[src/rtl/cpu_pkg.sv]
// Shared CPU decode definitions.
// - imm_sel_e : immediate format select encodings.
// - IMM*_W    : widths of the immediate fields carried in the instruction payload.
package cpu_pkg;

  typedef enum logic [1:0] {
    IMM_I17 = 2'b00,
    IMM_I22 = 2'b01,
    IMM_Z17 = 2'b10,
    IMM_J26 = 2'b11
  } imm_sel_e;

  localparam int unsigned IMM17_W = 17;
  localparam int unsigned IMM22_W = 22;
  localparam int unsigned IMM26_W = 26;

endpackage : cpu_pkg

[src/rtl/sign_extend.sv]
// Widens an IN_W-bit field to OUT_W bits.
// - SIGNED=1 : replicate the field MSB into the upper bits.
// - SIGNED=0 : fill the upper bits with zero.
// Ports:
//   din  in  IN_W   field to extend
//   dout out OUT_W  extended value
module sign_extend #(
  parameter int unsigned IN_W   = 16,
  parameter int unsigned OUT_W  = 32,
  parameter bit          SIGNED = 1'b1
) (
  input  logic [IN_W-1:0]  din,
  output logic [OUT_W-1:0] dout
);

  if (SIGNED) begin : g_sext
    assign dout = {{(OUT_W-IN_W){din[IN_W-1]}}, din};
  end else begin : g_zext
    assign dout = {{(OUT_W-IN_W){1'b0}}, din};
  end

endmodule : sign_extend

[src/rtl/imm_extender.sv]
// Decode-stage immediate generator.
// Selects a 17-, 22- or 26-bit field from the instruction payload and extends
// it to XLEN bits. imm_out is combinational (feeds ALU operand muxes and
// target adders in the same cycle); imm_out_q is its registered copy for the
// next pipeline stage.
// Ports:
//   clk       in   1       rising-edge clock
//   rst       in   1       synchronous active-high reset (clears imm_out_q)
//   en        in   1       pipeline advance; 0 holds imm_out_q
//   imm_sel   in   2       format select (cpu_pkg::imm_sel_e)
//   inst      in   INST_W  instruction payload, opcode stripped
//   imm_out   out  XLEN    combinational extended immediate
//   imm_out_q out  XLEN    imm_out registered one cycle
module imm_extender
  import cpu_pkg::*;
#(
  parameter int unsigned XLEN   = 32,
  parameter int unsigned INST_W = 27
) (
  input  logic              clk,
  input  logic              rst,
  input  logic              en,
  input  logic [1:0]        imm_sel,
  input  logic [INST_W-1:0] inst,
  output logic [XLEN-1:0]   imm_out,
  output logic [XLEN-1:0]   imm_out_q
);

  logic [XLEN-1:0] i17_ext;
  logic [XLEN-1:0] i22_ext;
  logic [XLEN-1:0] z17_ext;
  logic [XLEN-1:0] j26_ext;
  logic [XLEN-1:0] imm_out_d;
  imm_sel_e        sel;

  // inst[26] belongs to no format; tie it off explicitly.
  logic unused_inst_msb;
  assign unused_inst_msb = inst[INST_W-1];

  assign sel = imm_sel_e'(imm_sel);

  sign_extend #(.IN_W(IMM17_W), .OUT_W(XLEN), .SIGNED(1'b1)) u_i17 (
    .din  (inst[IMM17_W-1:0]),
    .dout (i17_ext)
  );

  sign_extend #(.IN_W(IMM22_W), .OUT_W(XLEN), .SIGNED(1'b1)) u_i22 (
    .din  (inst[IMM22_W-1:0]),
    .dout (i22_ext)
  );

  sign_extend #(.IN_W(IMM17_W), .OUT_W(XLEN), .SIGNED(1'b0)) u_z17 (
    .din  (inst[IMM17_W-1:0]),
    .dout (z17_ext)
  );

  sign_extend #(.IN_W(IMM26_W), .OUT_W(XLEN), .SIGNED(1'b1)) u_j26 (
    .din  (inst[IMM26_W-1:0]),
    .dout (j26_ext)
  );

  always_comb begin
    imm_out = '0;
    unique case (sel)
      IMM_I17: imm_out = i17_ext;
      IMM_I22: imm_out = i22_ext;
      IMM_Z17: imm_out = z17_ext;
      IMM_J26: imm_out = j26_ext;
    endcase
  end

  always_comb begin
    imm_out_d = en ? imm_out : imm_out_q;
  end

  always_ff @(posedge clk) begin
    if (rst) begin
      imm_out_q <= '0;
    end else begin
      imm_out_q <= imm_out_d;
    end
  end

endmodule : imm_extender

[config.mk]
export PLATFORM = sky130hd
export DESIGN_NAME = imm_extender
export DESIGN_NICKNAME = d
export VERILOG_FILES = /design/src/rtl/cpu_pkg.sv /design/src/rtl/sign_extend.sv /design/src/rtl/imm_extender.sv
export SDC_FILE = /design/constraint.sdc
export NUM_CORES = 1
export LEC_CHECK = 0
export CAP_MARGIN = 5
export CORE_ASPECT_RATIO = 1.25
export CORE_MARGIN = 2
export CORE_UTILIZATION = 54
export DETAILED_ROUTE_END_ITERATION = 12
export GPL_ROUTABILITY_DRIVEN = 0
export GPL_TIMING_DRIVEN = 0
export MAX_ROUTING_LAYER = met4
export PLACE_DENSITY_LB_ADDON = 0.08
export SYNTH_ARGS = -nofsm -noshare
export SYNTH_HDL_FRONTEND = slang
export SYNTH_HIERARCHICAL = 1
export SYNTH_SLANG_ARGS = --single-unit
[constraint.sdc]
create_clock -name clk -period 3.6 [get_ports clk]
set_clock_uncertainty 0.15 [all_clocks]
set_input_delay 0.72 -clock clk [delete_from_list [all_inputs] [get_ports clk]]
set_output_delay 0.72 -clock clk [all_outputs]
set_load 0.03 [all_outputs]
**Word-level counts from Yosys, hierarchy flattened**

Index checks and enable logic that the tools add are counted.

- Register bits: 32
- Bits of input ports: 32

- Equality and inequality tests: 3
- Mux-type cells: 1
- Reductions and logical operators: 1

Operators with widths:

| operator | count |
|---|---|
| $pmux 32 s4 | 1 |
| $eq 2x2->1 const B | 2 |
| $eq 2x1->1 const B | 1 |
| $logic_not 2->1 | 1 |

**Longest topological paths before layout**

Gate-level depths: netlist (run 1).

- Word-level depth: 2
- Gate-level depth with buffers: 5
- Gate-level depth less buffers: 2

**Hierarchy**

Netlist (run 1), hierarchy kept.

By module, submodules not included:

| module | instances | cells each | area each (um2) | sequential area each (um2) |
|---|---|---|---|---|
| imm_extender | 1 | 218 | 2,503.7 | 640.6 |
| sign_extend at u_i17 ... | 3 | 32 | 240.2 | 0.0 |
| sign_extend at u_z17 | 1 | 33 | 244.0 | 0.0 |

**Worst setup path before layout (run 1)**

Ideal clock, no wire load.

- Kind: input to output
- From: in imm_sel[1]
- To: out imm_out[0]
- Arrival time: 1.853 ns
- Required time: 2.730 ns
- Path slack: 0.877 ns
- Stages on the path: 4
- Buffers on the path: 2
- Path through: buf_2 buf_2 mux2i_1 mux2i_1

RTL lines:

| element | line | text |
|---|---|---|
| start: declaration | imm_extender.sv:23 | `input logic [1:0] imm_sel,` |
| end: declaration | imm_extender.sv:25 | `output logic [XLEN-1:0] imm_out,` |

==> run_results.csv, run 1 <==
group,metric,value,unit
synth,synth_seq_cells,32,
grt,track_usage,0.2190,
drt,antenna_left,0,
floorplan,core-area,0.006206,mm^2
timing,slew_violations,0,
place,hpwl,5.607,mm
finish,largest_reg_flops,32,
timing,setup_viol,0,
cts,clk_pin_slew,0.07,ns
timing,hold_viol_final,0,
synth,seq_area_frac_synth,0.1847,
cts,clk_path_buf_depth,2,
power,swShare,0.3394,
grt,grt_pass1_wl,11.72,mm
grt,use_met2,0.3819,
cts,clk_latency,0.29,ns
floorplan,die_h,93.60,um
floorplan,die_width,75.68,um
grt,grt_use_met3,0.05172,
synth,syn-cell-area,0.003468,mm^2
grt,grtUsageMet1,0.2525,
power,switchingPower,451.1,uW
finish,finalCoreUtilization,0.7083,
floorplan,die_area,0.007084,mm^2
power,fin_total_pwr,1.329,mW
drt,drc,0,
finish,reg_top3,"imm_out_q (32)",
finish,drive_above_1_share,0.4943,
cts,root_buffer,"clkbuf_8",
worst_setup_path,end_kind,"output port",
grt,grt-busiest-layer,"met2",
synth,synth_cell_types,12,
power,p_per_area,302.4,mW/mm^2
place,place_inst,512,
finish,syn2layout_area_growth,26.73,%
synth,syn_avg_cell_area,9.995,um^2
power,ir_drop,0.0002205,V
run_status,outcome,"completed",
drt,first_pass_iters,4,
power,seq_power_share,0.298,
worst_setup_path,path_class,"input port to output port",
grt,grt_max_degree,20,
timing,finalCriticalPeriod,3.273,ns
grt,grt_pass1_vias,2481,
floorplan,row_count,32,
drt,vias_per_cell,4.944,
worst_setup_path,worstPathArrival,2.40,ns
synth,synth_top_area_share,0.2771,
floorplan,initial_utilization,0.5589,
power,intPower,878.2,uW
timing,fin_tns_setup,0,ns
cts,ctsHoldBuffers,0,
drt,vias,2571,
grt,antenna_found_initial,0,
synth,synth_warnings,6,
worst_setup_path,crit_required,2.73,ns
worst_hold_path,hp-class,"flip-flop to flip-flop",
synth,netlist.top_cell.by_area,"mux2i_1",
timing,maxClockFrequency,305.6,MHz
drt,finalWirelength,7.495,mm
timing,fin_crit_sh,0.9091,
cts,cts_tree,"built",
finish,final_nets,466,
run,cap_violations,0,
timing,rsz0062_at_grt,"false",
cts,htreeDepth,2,
power,clkPwrFrac,0.264,
synth,synthesis.instances,347,
cts,ctsResizeCount,0,
drt,wl_per_cell,14.41,um
finish,n_antenna_cell,0,
cts,cts_made_buffers,5,
power,power_frac_comb,0.437,
cts,cts_setup_buffers,0,
place,portBuffers,66,
worst_setup_path,cp-start-kind,"input port",
worst_setup_path,crit_fanout,10,
finish,largest-register,"imm_out_q",
grt,gr-total-overflow,0,
finish,fin_cells,520,
drt,drt_iter0_drc,48,
power,p_leak,2.053,nW
finish,fill_cells,508,
floorplan,ios,96,
cts,cts_sinks,32,
synth,synth_area_leaders,"mux2i_1, buf_4, dfxtp_1",
## worst max-delay path, cell delays in order
cell             delay (ns)
buf_2                  0.22
buf_2                  0.37
mux2i_1                0.17
mux2i_1                0.22
clkdlybuf4s50_1        0.71
## synth_stat cells
master,number
buf_4,128
mux2i_1,96
dfxtp_1,32
or3b_2,32
o221ai_2,30
buf_2,14
clkbuf_1,6
buf_6,4
o221ai_1,2
conb_1,1
nand3b_1,1
or3b_1,1
## routing by layer
metal  share of wire  wire length [um]
met4          0.0068                51
met3           0.060               448
met5               0                 0
met1            0.41              3093
met2            0.52              3902
## through the flow
stage | area [um^2] | hold WS (ns) | worst slack [ns]
after global routing | 4395 | 0.4763 | 0.1951
after detailed placement | 4288 | 0.4532 | 0.3068
after floorplan | 3521 | 0.5931 | 0.8773
final | 4395 | 0.4679 | 0.3273
after global placement | 4288 | 0.4528 | 0.3236
after CTS | 4395 | 0.4673 | 0.2943
## cell families after synthesis
family                 share of synthesized area
AOI/OAI and AO/OA                         0.1349
and+or+nand+nor                          0.08550
DFF                                       0.1847
muxes                                     0.2771
other                                   0.001081
buffers and inverters                     0.3167
## placed cells by master, fill, tap and decap left out, types with 4 or more instances in the layout
master           synthesis  layout
buf_4                  128     128
mux2i_1                 96      96
clkdlybuf4s50_1          0      66
or3b_2                  32      32
dfxtp_1                 32      32
o221ai_2                30      30
conb_1                   1      15
buf_2                   14      14
clkbuf_1                 6       7
clkbuf_8                 0       5
buf_6                    4       4
## power groups by stage
stage | Clock, mW | Combinational (mW) | Sequential [mW]
after floorplan | 0 | 0.359 | 0.458
after detailed placement | 0 | 0.585 | 0.404
after global routing | 0.371 | 0.617 | 0.399
after CTS | 0.355 | 0.587 | 0.396
final | 0.351 | 0.581 | 0.397
after global placement | 0 | 0.578 | 0.403
## area by class of cell
type | instances | area [um^2] | area share
Sequential cell | 32 | 640.6 | 0.1457
Buffer | 152 | 1099 | 0.2499
Clock inverter | 2 | 35.03 | 0.007970
Timing Repair Buffer | 66 | 660.6 | 0.1503
Clock buffer | 6 | 72.57 | 0.01651
Tap cell | 85 | 106.4 | 0.02420
Multi-Input combinational cell | 177 | 1782 | 0.4054
## path summary, 6_finish.rpt
check | start | endpoint | slack, ns | depth (start not counted)
worst max-delay path | imm_sel[1] | imm_out[12] | 0.33 | 5
worst min-delay path | imm_out_q[30] | imm_out_q[30] | 0.47 | 2
worst max register to register | imm_out_q[12] | imm_out_q[12] | 2.48 | 2
worst min register to register | imm_out_q[30] | imm_out_q[30] | 0.47 | 2
Note: power is estimated with default switching activity, not from simulation.
==> run 2: changes to the inputs <==
- REMOVE_ABC_BUFFERS: default -> 1
- TNS_END_PERCENT: default -> 5
- clock period: 3.6 -> 4.17 ns (I/O delays scaled with it)
==> run 2 against run 1 <==
Worst hold slack worse by 0.0041 ns. Highest routed layer unchanged. Wire length is 15% lower. Utilization is 12 points lower. Final area is 16% lower. Die area did not move. Sequential cell count unchanged. Critical path depth decreased by 1. Via count shrank 19%. Critical endpoint is now imm_out[28]. Sequential share of layout area up 2.9 points. First-iteration DRC count down 19%.
==> run_results.csv, run 2 (synthesis results as in run 1) <==
group,metric,value,unit
finish,largest_reg_flops,32,
worst_setup_path,cp-start-kind,"input port",
worst_setup_path,cp-startpoint,"inst[16]",
worst_setup_path,slowest_delay,0.95,ns
floorplan,initial_utilization,0.5589,
drt,finalWirelength,6.366,mm
worst_hold_path,min-delay-start,"imm_out_q[11]",
timing,fin_tns_setup,0,ns
floorplan,die_width,75.68,um
worst_setup_path,crit_fanout,19,
floorplan,die_area,0.007084,mm^2
finish,syn2layout_area_growth,5.880,%
run_status,outcome,"completed",
worst_setup_path,cp_cell_sequence,"clkdlybuf4s50_1 > mux2i_1 > mux2i_1 > clkdlybuf4s50_1",
cts,cts_made_buffers,5,
timing,maxClockFrequency,255.0,MHz
timing,finalCriticalPeriod,3.922,ns
finish,n_antenna_cell,0,
cts,root_buffer,"clkbuf_8",
power,fin_total_pwr,1.038,mW
drt,vias,2085,
cts,clk_latency,0.27,ns
timing,worst_pin_slew,1.167,ns
place,placed_area,0.003580,mm^2
power,p_leak,1.510,nW
timing,fin_crit_sh,0.9404,
floorplan,ios,96,
worst_setup_path,end_kind,"output port",
cts,cts_setup_buffers,0,
finish,fin_area,0.003672,mm^2
floorplan,core-area,0.006206,mm^2
place,portBuffers,94,
timing,rsz0062_at_grt,"false",
floorplan,row_count,32,
place,hpwl,4.275,mm
grt,grt_max_degree,55,
cts,htreeDepth,2,
grt,track_usage,0.1892,
worst_hold_path,hp-class,"flip-flop to flip-flop",
power,p_per_area,282.6,mW/mm^2
cts,cts_tree,"built",
finish,finalCoreUtilization,0.5917,
timing,slew_violations,0,
worst_setup_path,worstPathArrival,2.94,ns
drt,highest_layer,"met4",
cts,cts_sinks,32,
drt,wl_met1,2.721,mm
finish,mostFrequentLayoutCells,"mux2i_1, clkdlybuf4s50_1, or3b_2, dfxtp_1, o221ai_2",
run,cap_violations,0,
timing,hold_ws,0.4638,ns
worst_setup_path,r2r_start,"imm_out_q[9]",
drt,vias_per_cell,5.200,
worst_setup_path,path_class,"input port to output port",
drt,drc,0,
power,ir_drop,0.0002187,V
drt,first_pass_iters,3,
grt,gr-total-overflow,0,
finish,final_common_cell,"mux2i_1",
timing,setup_viol,0,
worst_setup_path,slowest_stage,"clkdlybuf4s50_1",
finish,drive_above_1_share,0.2468,
floorplan,die_h,93.60,um
timing,maxSlewHeadroom,0.2196,
drt,routed-wl-met2,3.218,mm
cts,ctsHoldBuffers,0,
worst_setup_path,crit_required,3.19,ns
cts,clk_path_buf_depth,2,
grt,grt_pass1_wl,10.09,mm
drt,antenna_left,0,
timing,hold_viol_final,0,
cts,ctsResizeCount,0,
finish,final_nets,347,
drt,wl_per_cell,15.88,um
finish,largest-register,"imm_out_q",
drt,met3_length,384,um
finish,reg_top3,"imm_out_q (32)",
drt,drt_iter0_drc,39,
cts,clk_pin_slew,0.06,ns
grt,grt_pass1_vias,2028,
grt,antenna_found_initial,0,
[run 2: changes by cell type in the layout (fill, tap and decap cells not counted), sizes merged]
| cell | before | now |
|---|---|---|
| buf | 146 | 7 |
| bufinv | 1 | 0 |
| clkbuf | 12 | 6 |
| clkdlybuf4s50 | 66 | 92 |
| clkinv | 1 | 2 |
[run 2: area by class of cell]
cell class              instances  area [um^2]
flip-flops and latches         32        640.6
clock inverters                 2        10.01
well taps                      85        106.4
fillers                       535         2534
clock buffers                   6        82.58
multi-input cells             177         1782
repair buffers                 99         1051
[run 2: worst max-delay path: cells and delay by family]
| family | cells | cell delay, ns |
|---|---|---|
| buf+inv | 2 | 1.65 |
| mux | 2 | 0.45 |
[run 2: routing by layer]
layer,GRT usage,up-vias
met3,0.04849,5
met2,0.3181,57
met4,0.03947,0
met5,-,-
li1,-,1049
met1,0.2255,974
[run 2: through the flow]
step	worst slack, ns	cells
final	0.2484	401
after global routing	0.1121	401
after CTS	0.2214	401
after detailed placement	0.2286	393
after global placement	-2.148	388
after floorplan	1.454	209
[run 2: report_power, final]
part | switching, mW | internal [mW]
registers | 0.0110 | 0.330
clock network | 0.117 | 0.132
logic | 0.248 | 0.200
[run 2: worst paths after layout]
check / to / slack (ns) / depth (start not counted)
worst min register to register: imm_out_q[11] / 0.46 / 2
worst max register to register: imm_out_q[9] / 3.05 / 2
worst min-delay path: imm_out_q[11] / 0.46 / 2
worst max-delay path: imm_out[28] / 0.25 / 4
==> run 3: changes to the inputs <==
- ABC_AREA: default -> 1
- CORE_UTILIZATION: 54 -> 53
- SKIP_CTS_REPAIR_TIMING: default -> 1
==> run 3 against run 2 <==
Non-clock buffer count down 1. Maximum frequency down 0.92%. Clock power about the same. Utilization down 1.4 points. Clock-buffer cell count is 2 higher. Power shrank 0.36%. Setup slack worse by 0.036 ns. Worst hold slack lost 0.090 ns. Critical endpoint is now imm_out[0]. Largest power group unchanged.
==> run_results.csv, run 3 <==
group,metric,value,unit
grt,grt_pass1_vias,2709,
floorplan,die_width,76.17,um
timing,slew_violations,0,
grt,antenna_found_initial,0,
drt,finalWirelength,7.018,mm
power,ir_drop,0.0001460,V
synth,syn-cell-area,0.003451,mm^2
worst_setup_path,cp_cell_sequence,"buf_2 > buf_12 > inv_2 > nand2_2 > nor2_1 > nor2_1 > nand2_1 > clkdlybuf4s50_1",
floorplan,ios,96,
run,cap_violations,0,
synth,synth-main-ff-cell,"dfxtp_1",
cts,cts_sinks,32,
worst_setup_path,cp-start-kind,"input port",
worst_setup_path,slowest_delay,0.60,ns
drt,vias_per_cell,4.567,
grt,grt_max_degree,43,
timing,hold_viol_final,0,
cts,htreeDepth,2,
run_status,outcome,"completed",
drt,drt_iter0_drc,114,
synth,synth_area_leaders,"buf_4, dfxtp_1, nand2_1",
timing,finalCriticalPeriod,3.958,ns
timing,worst_pin_slew,1.193,ns
synth,synth_common_cells,"buf_4, nand2_1, nor2_1",
timing,setup_viol,0,
timing,maxSlewHeadroom,0.2024,
synth,synth_seq_cells,32,
synth,synth_warnings,6,
floorplan,die_h,94.22,um
timing,maxClockFrequency,252.7,MHz
timing,rsz0062_at_grt,"false",
synth,synth_top_area_share,0.2937,
finish,reg_top3,"imm_out_q (32)",
finish,final_common_cell,"nand2_1",
floorplan,row_count,32,
finish,fin_area,0.003607,mm^2
finish,syn2layout_area_growth,4.532,%
cts,cts_tree,"built",
worst_setup_path,crit_required,3.19,ns
finish,drive_above_1_share,0.02988,
grt,track_usage,0.2046,
synth,synth.most_common_cell,"buf_4",
synth,seq_area_frac_synth,0.1856,
finish,final_nets,600,
timing,layout_setup_ws,0.2122,ns
worst_setup_path,cp_common_cell,"nor2_1",
power,p_leak,2.006,nW
finish,mostFrequentLayoutCells,"nand2_1, nor2_1, nand3_1, clkdlybuf4s50_1, inv_1",
drt,first_pass_iters,4,
cts,clk_pin_slew,0.07,ns
synth,ys_async_sr_fraction,0,
finish,largest-register,"imm_out_q",
finish,fill_cells,653,
drt,wl_per_cell,10.73,um
worst_hold_path,hp-class,"flip-flop to flip-flop",
finish,layout.area.seq,640.6,um^2
worst_setup_path,crit_buf_inv,4,
synth,syn_avg_cell_area,5.694,um^2
finish,multiInputGateArea,0.001484,mm^2
drt,antenna_left,0,
grt,grt_pass1_wl,11.80,mm
place,hpwl,4.684,mm
finish,fin_cells,654,
floorplan,die_area,0.007176,mm^2
grt,gr-total-overflow,0,
finish,n_antenna_cell,0,
place,place_inst,645,
place,portBuffers,94,
synth,synthesis.instances,606,
worst_setup_path,slowest_stage,"clkdlybuf4s50_1",
floorplan,core-area,0.006246,mm^2
drt,drc,0,
finish,largest_reg_flops,32,
place,pre_cts_ws,-0.7725,ns
cts,cts_made_buffers,5,
worst_setup_path,end_kind,"output port",
cts,clk_path_buf_depth,2,
floorplan,initial_utilization,0.5525,
cts,root_buffer,"clkbuf_8",
place,placed_area,0.003502,mm^2
worst_setup_path,cp_top_family,"buffers and inverters",
power,p_per_area,286.7,mW/mm^2
synth,synth_cell_types,15,
worst_setup_path,worstPathArrival,2.97,ns
synth,netlist.top_cell.by_area,"buf_4",
power,fin_total_pwr,1.034,mW
drt,vias,2987,
synth,synth_edf_count,0,
worst_setup_path,crit_fanout,42,
worst_setup_path,path_class,"input port to output port",
timing,fin_crit_sh,0.9491,
cts,clk_latency,0.28,ns
[run 3: worst paths after layout]
check,from,to,slack (ns),depth (start not counted)
worst max-delay path,imm_sel[1],imm_out[0],0.21,8
worst min register to register,imm_out_q[28],imm_out_q[28],0.37,2
worst min-delay path,imm_out_q[28],imm_out_q[28],0.37,2
worst max register to register,imm_out_q[31],imm_out_q[31],3.31,4
[run 3: logic make-up after synthesis]
group / Yosys count / synth area share
AND/OR/NAND/NOR: 334 / 0.3978
buffers and inverters: 229 / 0.4010
other: 1 / 0.001087
AO/OA/AOI/OAI: 10 / 0.01450
flip-flops: 32 / 0.1856
[run 3: final cells by class]
| type | count | area share |
|---|---|---|
| clock buffer | 8 | 0.02497 |
| inverter | 72 | 0.07492 |
| multi-input combinational | 359 | 0.4114 |
| sequential | 32 | 0.1776 |
| tap | 85 | 0.02948 |
| timing repair buffer | 98 | 0.2816 |
[run 3: worst min-delay path, cell delays in order, from the launching register on]
cell and delay (ns):
dfxtp_1 0.32, o21ai_0 0.07, a21oi_1 0.10
[run 3: where the power goes]
part / switching, mW / internal (mW)
registers: 0.0115 / 0.330
logic: 0.266 / 0.176
clock network: 0.116 / 0.135
[run 3: routing by layer]
metal,wire length (um),vias to the layer above,GRT usage
met2,3441,77,0.3638
li1,-,1610,-
met4,39,0,0.06667
met5,0,-,-
met1,3161,1298,0.2350
met3,376,2,0.03654
[run 3: stage by stage]
step / util / setup TNS [ns] / hold slack, ns
3_5_place_dp: 0.5607 / -23.48 / 0.3656
4_1_cts: 0.5751 / -23.81 / 0.3852
2_1_floorplan: - / 0 / 0.4942
6_report: 0.5775 / 0 / 0.3741
5_1_grt: 0.5775 / 0 / 0.4182
3_3_place_gp: 0.5503 / -77.77 / 0.3549
